$ cat src/rtl/configure.sv
// Shared SoC configuration package: clock/baud settings, buffer sizing,
// UART receiver address window, receiver FSM state type and register offsets.
package configure;

    // 25 MHz / 115200 baud
    localparam int clk_divider_bit = 217;
    localparam int buffer_depth    = 4;

    localparam logic [31:0] uart_rx_base_addr = 32'h0100_0010;
    localparam logic [31:0] uart_rx_irq_addr  = 32'h0100_0018;
    localparam logic [31:0] uart_rx_mask_addr = 32'h0000_000F;

    typedef enum logic [2:0] {
        IDLE      = 3'd0,
        START     = 3'd1,
        DATA      = 3'd2,
        STOP      = 3'd3,
        WAIT_HIGH = 3'd4
    } uart_rx_state_t;

    localparam logic [3:0] UART_RX_DATA_OFS = 4'h0;
    localparam logic [3:0] UART_RX_CTRL_OFS = 4'h8;

endpackage

$ cat src/rtl/uart_rx_fifo.sv
// Synchronous byte FIFO for the UART receiver. Occupancy count, full/empty
// flags; a push and pop in the same cycle both succeed even when full.
module uart_rx_fifo
    import configure::*;
#(
    parameter int DEPTH = buffer_depth
) (
    input  logic                     clock,
    input  logic                     reset,
    input  logic                     push,
    input  logic [7:0]               push_data,
    input  logic                     pop,
    output logic [7:0]               pop_data,
    output logic [$clog2(DEPTH):0]   count,
    output logic                     full,
    output logic                     empty
);

    localparam int AW = $clog2(DEPTH);
    localparam int CW = AW + 1;

    logic [7:0]    mem_r [DEPTH];
    logic [AW-1:0] wptr_r;
    logic [AW-1:0] rptr_r;
    logic [CW-1:0] count_r;
    logic          do_push_s;
    logic          do_pop_s;

    assign full      = (count_r == CW'(DEPTH));
    assign empty     = (count_r == {CW{1'b0}});
    assign count     = count_r;
    assign pop_data  = mem_r[rptr_r];
    // A full FIFO still accepts a push when a pop frees a slot in the same cycle
    assign do_push_s = push && (!full || pop);
    assign do_pop_s  = pop && !empty;

    // Storage array write port
    always_ff @(posedge clock) begin
        if (do_push_s) begin
            mem_r[wptr_r] <= push_data;
        end
    end

    // Pointer and occupancy bookkeeping
    always_ff @(posedge clock or posedge reset) begin
        if (reset) begin
            wptr_r  <= {AW{1'b0}};
            rptr_r  <= {AW{1'b0}};
            count_r <= {CW{1'b0}};
        end else begin
            if (do_push_s) begin
                wptr_r <= wptr_r + AW'(1);
            end else begin
                wptr_r <= wptr_r;
            end
            if (do_pop_s) begin
                rptr_r <= rptr_r + AW'(1);
            end else begin
                rptr_r <= rptr_r;
            end
            case ({do_push_s, do_pop_s})
                2'b10:   count_r <= count_r + CW'(1);
                2'b01:   count_r <= count_r - CW'(1);
                default: count_r <= count_r;
            endcase
        end
    end

endmodule

$ cat src/rtl/uart_rx_port.sv
// Memory-mapped 8N1 UART receiver. Offset 0x0 pops a received byte,
// offset 0x8 holds interrupt enable and status (ovr/ferr are W1C).
// Build option UART_RX_FIFO_EN: when defined, bytes are buffered in a
// DEPTH-entry FIFO; otherwise a single holding register is used.
module uart_rx_port
    import configure::*;
#(
    parameter int CLK_DIV = clk_divider_bit,
    parameter int DEPTH   = buffer_depth
) (
    input  logic        reset,
    input  logic        clock,
    input  logic        rx_valid,
    input  logic [31:0] rx_addr,
    input  logic [31:0] rx_wdata,
    input  logic [3:0]  rx_wstrb,
    output logic [31:0] rx_rdata,
    output logic        rx_ready,
    input  logic        uart_rx,
    output logic        rx_irq
);

    localparam int CNT_W = $clog2(CLK_DIV);
    localparam logic [CNT_W-1:0] HALF_LAST = CNT_W'(CLK_DIV / 2 - 1);
    localparam logic [CNT_W-1:0] DIV_LAST  = CNT_W'(CLK_DIV - 1);

    logic [1:0]       sync_r;
    logic             line_s;
    uart_rx_state_t   state_r;
    logic [CNT_W-1:0] cnt_r;
    logic [2:0]       bit_idx_r;
    logic [7:0]       data_r;
    logic             push_s;
    logic             ferr_set_s;

    logic             ie_r;
    logic             ovr_r;
    logic             ferr_r;
    logic             full_s;
    logic             empty_s;
    logic [7:0]       head_s;
    logic [3:0]       count_field_s;

    logic [3:0]       offset_s;
    logic             is_read_s;
    logic             pop_s;
    logic             ctrl_wr_s;
    logic             ovr_set_s;
    logic [31:0]      rdata_next_s;

    // Bus bits that the register map never looks at
    logic unused_bits_s;
    assign unused_bits_s = ^{rx_addr[31:4], rx_wdata[31:4], rx_wdata[1], rx_wstrb[3:1]};

    assign line_s = sync_r[1];

    // Two-flop synchroniser for the asynchronous serial input
    always_ff @(posedge clock or posedge reset) begin
        if (reset) begin
            sync_r <= 2'b11;
        end else begin
            sync_r <= {sync_r[0], uart_rx};
        end
    end

    // The stop-bit sample decides between a push and a framing error
    assign push_s     = (state_r == STOP) && (cnt_r == DIV_LAST) && line_s;
    assign ferr_set_s = (state_r == STOP) && (cnt_r == DIV_LAST) && !line_s;

    // Receiver FSM: mid-bit sampling, LSB-first shift, stop-bit check
    always_ff @(posedge clock or posedge reset) begin
        if (reset) begin
            state_r   <= IDLE;
            cnt_r     <= {CNT_W{1'b0}};
            bit_idx_r <= 3'd0;
            data_r    <= 8'h00;
        end else begin
            case (state_r)
                IDLE: begin
                    cnt_r <= {CNT_W{1'b0}};
                    if (!line_s) begin
                        state_r <= START;
                    end else begin
                        state_r <= IDLE;
                    end
                end
                START: begin
                    if (cnt_r == HALF_LAST) begin
                        cnt_r <= {CNT_W{1'b0}};
                        if (line_s) begin
                            state_r <= IDLE;          // glitch, not a start bit
                        end else begin
                            state_r   <= DATA;
                            bit_idx_r <= 3'd0;
                        end
                    end else begin
                        cnt_r <= cnt_r + CNT_W'(1);
                    end
                end
                DATA: begin
                    if (cnt_r == DIV_LAST) begin
                        cnt_r  <= {CNT_W{1'b0}};
                        data_r <= {line_s, data_r[7:1]};
                        if (bit_idx_r == 3'd7) begin
                            state_r <= STOP;
                        end else begin
                            bit_idx_r <= bit_idx_r + 3'd1;
                        end
                    end else begin
                        cnt_r <= cnt_r + CNT_W'(1);
                    end
                end
                STOP: begin
                    if (cnt_r == DIV_LAST) begin
                        cnt_r <= {CNT_W{1'b0}};
                        if (line_s) begin
                            state_r <= IDLE;
                        end else begin
                            state_r <= WAIT_HIGH;     // break or framing error
                        end
                    end else begin
                        cnt_r <= cnt_r + CNT_W'(1);
                    end
                end
                WAIT_HIGH: begin
                    cnt_r <= {CNT_W{1'b0}};
                    if (line_s) begin
                        state_r <= IDLE;
                    end else begin
                        state_r <= WAIT_HIGH;
                    end
                end
                default: begin
                    state_r <= IDLE;
                    cnt_r   <= {CNT_W{1'b0}};
                end
            endcase
        end
    end

`ifdef UART_RX_FIFO_EN
    logic [$clog2(DEPTH):0] fifo_count_s;

    uart_rx_fifo #(
        .DEPTH(DEPTH)
    ) u_fifo (
        .clock     (clock),
        .reset     (reset),
        .push      (push_s),
        .push_data (data_r),
        .pop       (pop_s),
        .pop_data  (head_s),
        .count     (fifo_count_s),
        .full      (full_s),
        .empty     (empty_s)
    );

    assign count_field_s = 4'(fifo_count_s);
`else
    logic [7:0] hold_data_r;
    logic       hold_full_r;

    // Single-entry holding register; a pop frees it for a same-cycle push
    always_ff @(posedge clock or posedge reset) begin
        if (reset) begin
            hold_data_r <= 8'h00;
            hold_full_r <= 1'b0;
        end else if (push_s && (!hold_full_r || pop_s)) begin
            hold_data_r <= data_r;
            hold_full_r <= 1'b1;
        end else if (pop_s) begin
            hold_data_r <= hold_data_r;
            hold_full_r <= 1'b0;
        end else begin
            hold_data_r <= hold_data_r;
            hold_full_r <= hold_full_r;
        end
    end

    assign head_s        = hold_data_r;
    assign full_s        = hold_full_r;
    assign empty_s       = !hold_full_r;
    assign count_field_s = {3'b000, hold_full_r};
`endif

    // Bus decode and next read data
    always_comb begin
        offset_s     = rx_addr[3:0];
        is_read_s    = rx_valid && (rx_wstrb == 4'h0);
        pop_s        = 1'b0;
        ctrl_wr_s    = 1'b0;
        rdata_next_s = 32'h0000_0000;
        if (is_read_s) begin
            case (offset_s)
                UART_RX_DATA_OFS: begin
                    if (!empty_s) begin
                        pop_s        = 1'b1;
                        rdata_next_s = {23'h0, 1'b1, head_s};
                    end else begin
                        rdata_next_s = 32'h0000_0000;
                    end
                end
                UART_RX_CTRL_OFS: begin
                    rdata_next_s = {24'h0, count_field_s, ferr_r, ovr_r, !empty_s, ie_r};
                end
                default: begin
                    rdata_next_s = 32'h0000_0000;
                end
            endcase
        end else begin
            ctrl_wr_s = rx_valid && (offset_s == UART_RX_CTRL_OFS) && rx_wstrb[0];
        end
        ovr_set_s = push_s && full_s && !pop_s;
    end

    // Bus response: ready and read data registered one cycle after the request
    always_ff @(posedge clock or posedge reset) begin
        if (reset) begin
            rx_ready <= 1'b0;
            rx_rdata <= 32'h0000_0000;
        end else begin
            rx_ready <= rx_valid;
            rx_rdata <= rdata_next_s;
        end
    end

    // Control/status bits; a new error event wins over a same-cycle W1C
    always_ff @(posedge clock or posedge reset) begin
        if (reset) begin
            ie_r   <= 1'b0;
            ovr_r  <= 1'b0;
            ferr_r <= 1'b0;
        end else begin
            if (ctrl_wr_s) begin
                ie_r <= rx_wdata[0];
            end else begin
                ie_r <= ie_r;
            end
            if (ovr_set_s) begin
                ovr_r <= 1'b1;
            end else if (ctrl_wr_s && rx_wdata[2]) begin
                ovr_r <= 1'b0;
            end else begin
                ovr_r <= ovr_r;
            end
            if (ferr_set_s) begin
                ferr_r <= 1'b1;
            end else if (ctrl_wr_s && rx_wdata[3]) begin
                ferr_r <= 1'b0;
            end else begin
                ferr_r <= ferr_r;
            end
        end
    end

    // Level interrupt while enabled and data is waiting
    always_ff @(posedge clock or posedge reset) begin
        if (reset) begin
            rx_irq <= 1'b0;
        end else begin
            rx_irq <= ie_r && !empty_s;
        end
    end

endmodule

$ cat config.mk
export PLATFORM = sky130hd
export DESIGN_NAME = uart_rx_port
export DESIGN_NICKNAME = d
export VERILOG_FILES = /design/src/rtl/configure.sv /design/src/rtl/uart_rx_fifo.sv /design/src/rtl/uart_rx_port.sv
export SDC_FILE = /design/constraint.sdc
export NUM_CORES = 1
export LEC_CHECK = 0
export CORE_MARGIN = 8
export CORE_UTILIZATION = 50
export CTS_BUF_LIST = sky130_fd_sc_hd__clkbuf_4
export DETAILED_ROUTE_END_ITERATION = 16
export DONT_BUFFER_PORTS = 1
export PLACE_DENSITY = 0.75
export RECOVER_POWER = 100
export SLEW_MARGIN = 20
export SYNTH_ARGS = -nofsm -noshare
export SYNTH_HDL_FRONTEND = slang
export SYNTH_SLANG_ARGS = --single-unit
$ cat constraint.sdc
create_clock -name clock -period 3.27 [get_ports clock]
set_input_delay 0.654 -clock clock [delete_from_list [all_inputs] [get_ports clock]]
set_output_delay 0.654 -clock clock [all_outputs]
set_load 0.01 [all_outputs]
* Yosys cells after proc, flatten, opt, wreduce, memory -nomap -nowiden
Cells that the tools add are included.
** Operators by class
- Divide/modulo/power cells :: 0
- Shifts and indexed selects :: 0
- Reductions and logical operators :: 27
- Bitwise gates (word level) :: 0
- $add $sub $neg :: 2
- Equality and inequality tests :: 14
- $lt $le $gt $ge :: 0
- Mux-type cells :: 29
- $mul :: 0
** Operators by type and width (number)
- $pmux 32 s2 :: 1
- $mux 32 :: 1
- $mux 3 :: 9
- $mux 8 :: 2
- $pmux 8 s2 :: 1
- $pmux 3 s5 :: 1
- $logic_and 1x1->1 :: 12
- $mux 1 :: 11
- $ne 2x2->1 const B :: 5
- $mux 9 :: 1
- $add 8x1->8 const B :: 1
- $eq 8x7->1 const B :: 1
- $eq 8x8->1 const B :: 1
- $logic_not 4->1 :: 2
- $reduce_bool 2->1 :: 4
- $eq 3x2->1 const B :: 2
- $eq 3x3->1 const B :: 2
- $pmux 3 s2 :: 1
- $reduce_and 5->1 :: 1
- $eq 4x4->1 const B :: 1
- $reduce_and 4->1 :: 1
- $add 3x1->3 const B :: 1
- $eq 3x1->1 const B :: 1
- $logic_not 1->1 :: 3
- 6 further kinds :: 6
** Word-level totals
- Memories :: 0
- Memory bits (writable) :: 0
- Bits in latches :: 0
- Bits in registers :: 70
- ROM bits :: 0
- Input port bits :: 72

* Logic depth before layout (Yosys ltp)
- Depth in word-level cells :: 7
- Depth in mapped cells :: 7
- Mapped depth without buffers :: 6

* Least setup slack after synthesis
OpenSTA, ideal clock, no wires.
- Path kind :: input -> register
- Start :: input port rx_addr[3]
- End :: register hold_data_r[0], in the netlist head_s[0]
- Path buffers :: 1
- Data required time :: 3.145 ns
- Path slack :: 1.507 ns
- Stages :: 5
- Setup time :: 0.125 ns
- Arrival :: 1.638 ns
- Cells stage by stage :: clkbuf_1 > inv_1 > a31o_2 > nand3_4 > mux2_2
** On the way
- Cells in the longest elaborated chain, start to end :: 5
** RTL lines
- from (decl) :: line uart_rx_port.sv:14 : input logic [31:0] rx_addr,
- $logic_not 4->1 :: line uart_rx_port.sv:194 : case (offset_s)
- $mux 1 :: line uart_rx_port.sv:194
- $mux 1 :: line uart_rx_port.sv:193 : if (is_read_s) begin
- $logic_or 1x1->1 :: line uart_rx_port.sv:168 : end else if (push_s && (!hold_full_r || pop_s)) begin
- $logic_and 1x1->1 :: line uart_rx_port.sv:168
- to (signal assigned) :: line uart_rx_port.sv:169 : hold_data_r <= data_r;
- to (signal assigned) :: line uart_rx_port.sv:172 : hold_data_r <= hold_data_r;
- to (signal assigned) :: line uart_rx_port.sv:175 : hold_data_r <= hold_data_r;
- to (decl) :: line uart_rx_port.sv:160 : logic [7:0] hold_data_r;
Every way passes these cells.
A chain may end at the register's enable or synchronous reset.

* Worst setup path after layout
- Start :: register cnt_r[0]
- End :: register hold_data_r[2], in the netlist head_s[2]
** On the way
- Cells in the longest elaborated chain, start to end :: 4
** RTL lines
- from (decl) :: line uart_rx_port.sv:30 : logic [CNT_W-1:0] cnt_r;
- from (signal assigned) :: line uart_rx_port.sv:74 : cnt_r <= {CNT_W{1'b0}};
- from (signal assigned) :: line uart_rx_port.sv:80 : cnt_r <= {CNT_W{1'b0}};
- from (signal assigned) :: line uart_rx_port.sv:89 : cnt_r <= {CNT_W{1'b0}};
- $eq 8x8->1 :: line uart_rx_port.sv:67 : assign push_s = (state_r == STOP) && (cnt_r == DIV_LAST) && line_s;
- $logic_and 1x1->1 (2 in a row) :: line uart_rx_port.sv:67
- $logic_and 1x1->1 :: line uart_rx_port.sv:168
Every way passes these cells.

==> out/qor.csv <==
stage;metric;value;unit
routing;drc;0;
power;max-vdd-ir-drop;0.1742;mV
layout;mostFrequentLayoutCells;45 x dfrtp_1, 23 x conb_1, 19 x nor2_1, 18 x mux2_2, 8 x nand3_1;
clock_network;post_cts_buffers;0;
timing;finalSetupViolCount;0;
place;gp_congestion;0.7832;
critical_path;worstPathArrival;2170;ps
grt;track_usage;0.1168;
logic_synthesis;seq_area_frac_synth;0.5328;
logic_synthesis;yosysWarnings;0;
die;std_cell_rows;24;
layout;area_delta_synth_final;-0.8486;%
logic_synthesis;async_reset_ff_frac;1.000;
timing;max_freq;525.7;MHz
clock_network;h-tree-depth;2;
critical_path;path_class;reg -> reg;
logic_synthesis;synth_area;2212;sq um
timing;fin_skew;15.73;ps
clock_network;clkSinkCount;47;
layout;final_util;0.5108;
clock_network;cts_hold_buf;0;
logic_synthesis;synth_simple_gate_area_frac;0.1601;
timing;whs;277.8;ps
timing;drv_slew;48;
grt;antenna_found_initial;0;
critical_path;r2r-start;cnt_r[0]$_DFF_PP0_;
layout;diodes;0;
logic_synthesis;synth.mux.area_fraction;0.09163;
logic_synthesis;ys_types;43;
routing;via_count;1262;
timing;final.period_utilization;0.5817;
logic_synthesis;synth_flop_cell;dfrtp_1;
critical_path;start_kind;flop;
clock_network;cts_tree;yes;
hold_path;hold_class;in -> reg;
die;die-height;82.52;um
timing;finalHoldViolCount;0;
place;io_buffers;0;
outcome;status;finished, violations left;
clock_network;cts-root-buf;clkbuf_4;
outcome;violations;capacitance limit, slew limit;
timing;worstMarginPinSlew;1699;ps
routing;wl;3.568;mm
logic_synthesis;synth_cells;188;
die;ios;106;
place;dp_hpwl;2.638;mm
hold_path;hold_path_end;sync_r[0]$_DFF_PP1_;
layout;fillers;391;
clock_network;clkSlewWorstSetupHoldPaths;140;ps
clock_network;clockBufferDepth;2;
timing;rsz0062_at_grt;false;
grt;grt_pass1_vias;1318;
die;core_region_area;4294;sq um
critical_path;r2r-end;head_s[2]$_DFFE_PP0P_;
logic_synthesis;synth.avg_cell_area;11.77;sq um
grt;grt_first_pass_wirelength;6.016;mm
clock_network;cts_buffers;5;
routing;ant_nets;0;
critical_path;timing.reg2reg.setup_slack;1370;ps
logic_synthesis;synth_top_family_by_area;simple AND/OR/NAND/NOR gates;
critical_path;cp.required;3540;ps
die;die-area;6809;sq um
logic_synthesis;synth_edf_count;0;
critical_path;rr_worst_depth;6;
routing;first_pass_iters;4;
routing;avgRoutedWirePerCell;14.68;um
logic_synthesis;yosys.area_share.adder;0.02262;
die;initial_utilization;0.5152;
critical_path;crit_path_start;cnt_r[0]$_DFF_PP0_;
layout;layout.nets;266;
critical_path;cp-end-kind;flop;
logic_synthesis;synth-compound-area-share;0.06109;
logic_synthesis;synth-xor-area-share;0.02771;
power;leakage;1.074;nW
clock_network;cts_resized;0;
grt;overflow;0;
clock_network;clk_latency;370;ps
hold_path;hold_depth;0;
timing;fin_tns_setup;0;ps
hold_path;min_from;uart_rx;
die;die_x;82.52;um
logic_synthesis;synth-seq-cells;47;
routing;drt-initial-drc-count;80;
layout;layout_commonest_cell;dfrtp_1;
critical_path;crit_fanout;8;
grt;grt_max_degree;48;
layout;layout-drive-gt1-share;0.1623;
job;drv_cap;1;
timing;period_minus_slack;1902;ps
timing;maxSlewHeadroom;-0.1339;
power;power_density;424.1;nW/um^2
routing;vias_per_cell;5.193;
[worst max path at each step]
stage	end	cells after the start	slack, ps
after CTS	data_r[2]$_DFFE_PP0P_	5	1450
after detailed placement	head_s[5]$_DFFE_PP0P_	4	1390
after global placement	head_s[6]$_DFFE_PP0P_	4	1420
after floorplan	bit_idx_r[0]$_DFFE_PP0P_	1	1500
after global routing	head_s[7]$_DFFE_PP0P_	6	1190
final	head_s[2]$_DFFE_PP0P_	6	1370
[through the flow]
| step | std cells | power [mW] | setup slack, ps | area (sq um) |
|---|---|---|---|---|
| after floorplan | 210 | 0.6727 | 1503 | 2295 |
| after global placement | 235 | 0.6584 | 1422 | 2160 |
| after detailed placement | 235 | 0.6599 | 1388 | 2160 |
| after CTS | 243 | 0.9399 | 1454 | 2221 |
| after global routing | 243 | 0.9744 | 1189 | 2193 |
| final | 243 | 0.9303 | 1368 | 2193 |
[where the power goes]
group,total [mW],switching (mW),internal (mW)
clock network,0.283,0.187,0.0954
registers,0.605,0.00991,0.595
logic,0.0430,0.0309,0.0121
total,0.930,0.228,0.702
[cell type report]
type	count	area, sq um	share of cell area
clock buffers	6	45.04	0.02054
clock inverters	2	16.27	0.007416
inverters	7	26.28	0.01198
multi-input cells	129	862.1	0.3930
flip-flops and latches	47	1179	0.5374
well taps	52	65.06	0.02966
[cells in the mapped netlist (3+ instances only)]
cell	count	area [sq um]
inv_1	7	26.28
xor2_1	6	52.55
and3_1	5	31.28
and2_1	4	25.02
nor2_1	19	71.32
dfrtp_1	45	1126
a21oi_1	5	25.02
nor3b_1	3	22.52
nand2_1	6	22.52
mux2_2	18	202.7
nand3_1	7	35.03
ha_1	4	50.05
buf_4	24	180.2
[flip-flops by register name, indices dropped and copies added (netlist names)]
| register | cells |
|---|---|
| rx_irq | 1 |
| ie_r | 1 |
| rx_ready | 1 |
| head_s | 8 |
| state_r | 3 |
| sync_r | 2 |
| ferr_r | 1 |
| rx_rdata | 9 |
| ovr_r | 1 |
| bit_idx_r | 3 |
| data_r | 8 |
| cnt_r | 8 |
| full_s | 1 |
[worst max-delay path, stage by stage (launching register included)]
cell,delay (ps)
dfrtp_1,450
inv_1,80
ha_1,160
nand4b_1,140
nor2_1,270
nand3_1,350
mux2_2,380
[logic make-up (layout without fill, tap and decap cells)]
group,after synthesis,in the layout
adder cells (fa/ha/maj),4,4
XOR/XNOR,7,7
multiplexers,18,18
buffers and inverters,34,15
flip-flops,47,47
other,1,23
AO/OA/AOI/OAI,19,19
AND/OR/NAND/NOR,58,58
[layer usage]
layer	global-route usage	vias to the layer above	wire (um)
li1	-	596	-
met1	0.1413	624	1571
met2	0.1809	37	1649
met3	0.03896	5	269
met4	0.06207	0	78
met5	0	-	0
Note: power is estimated with default switching activity, not from simulation.
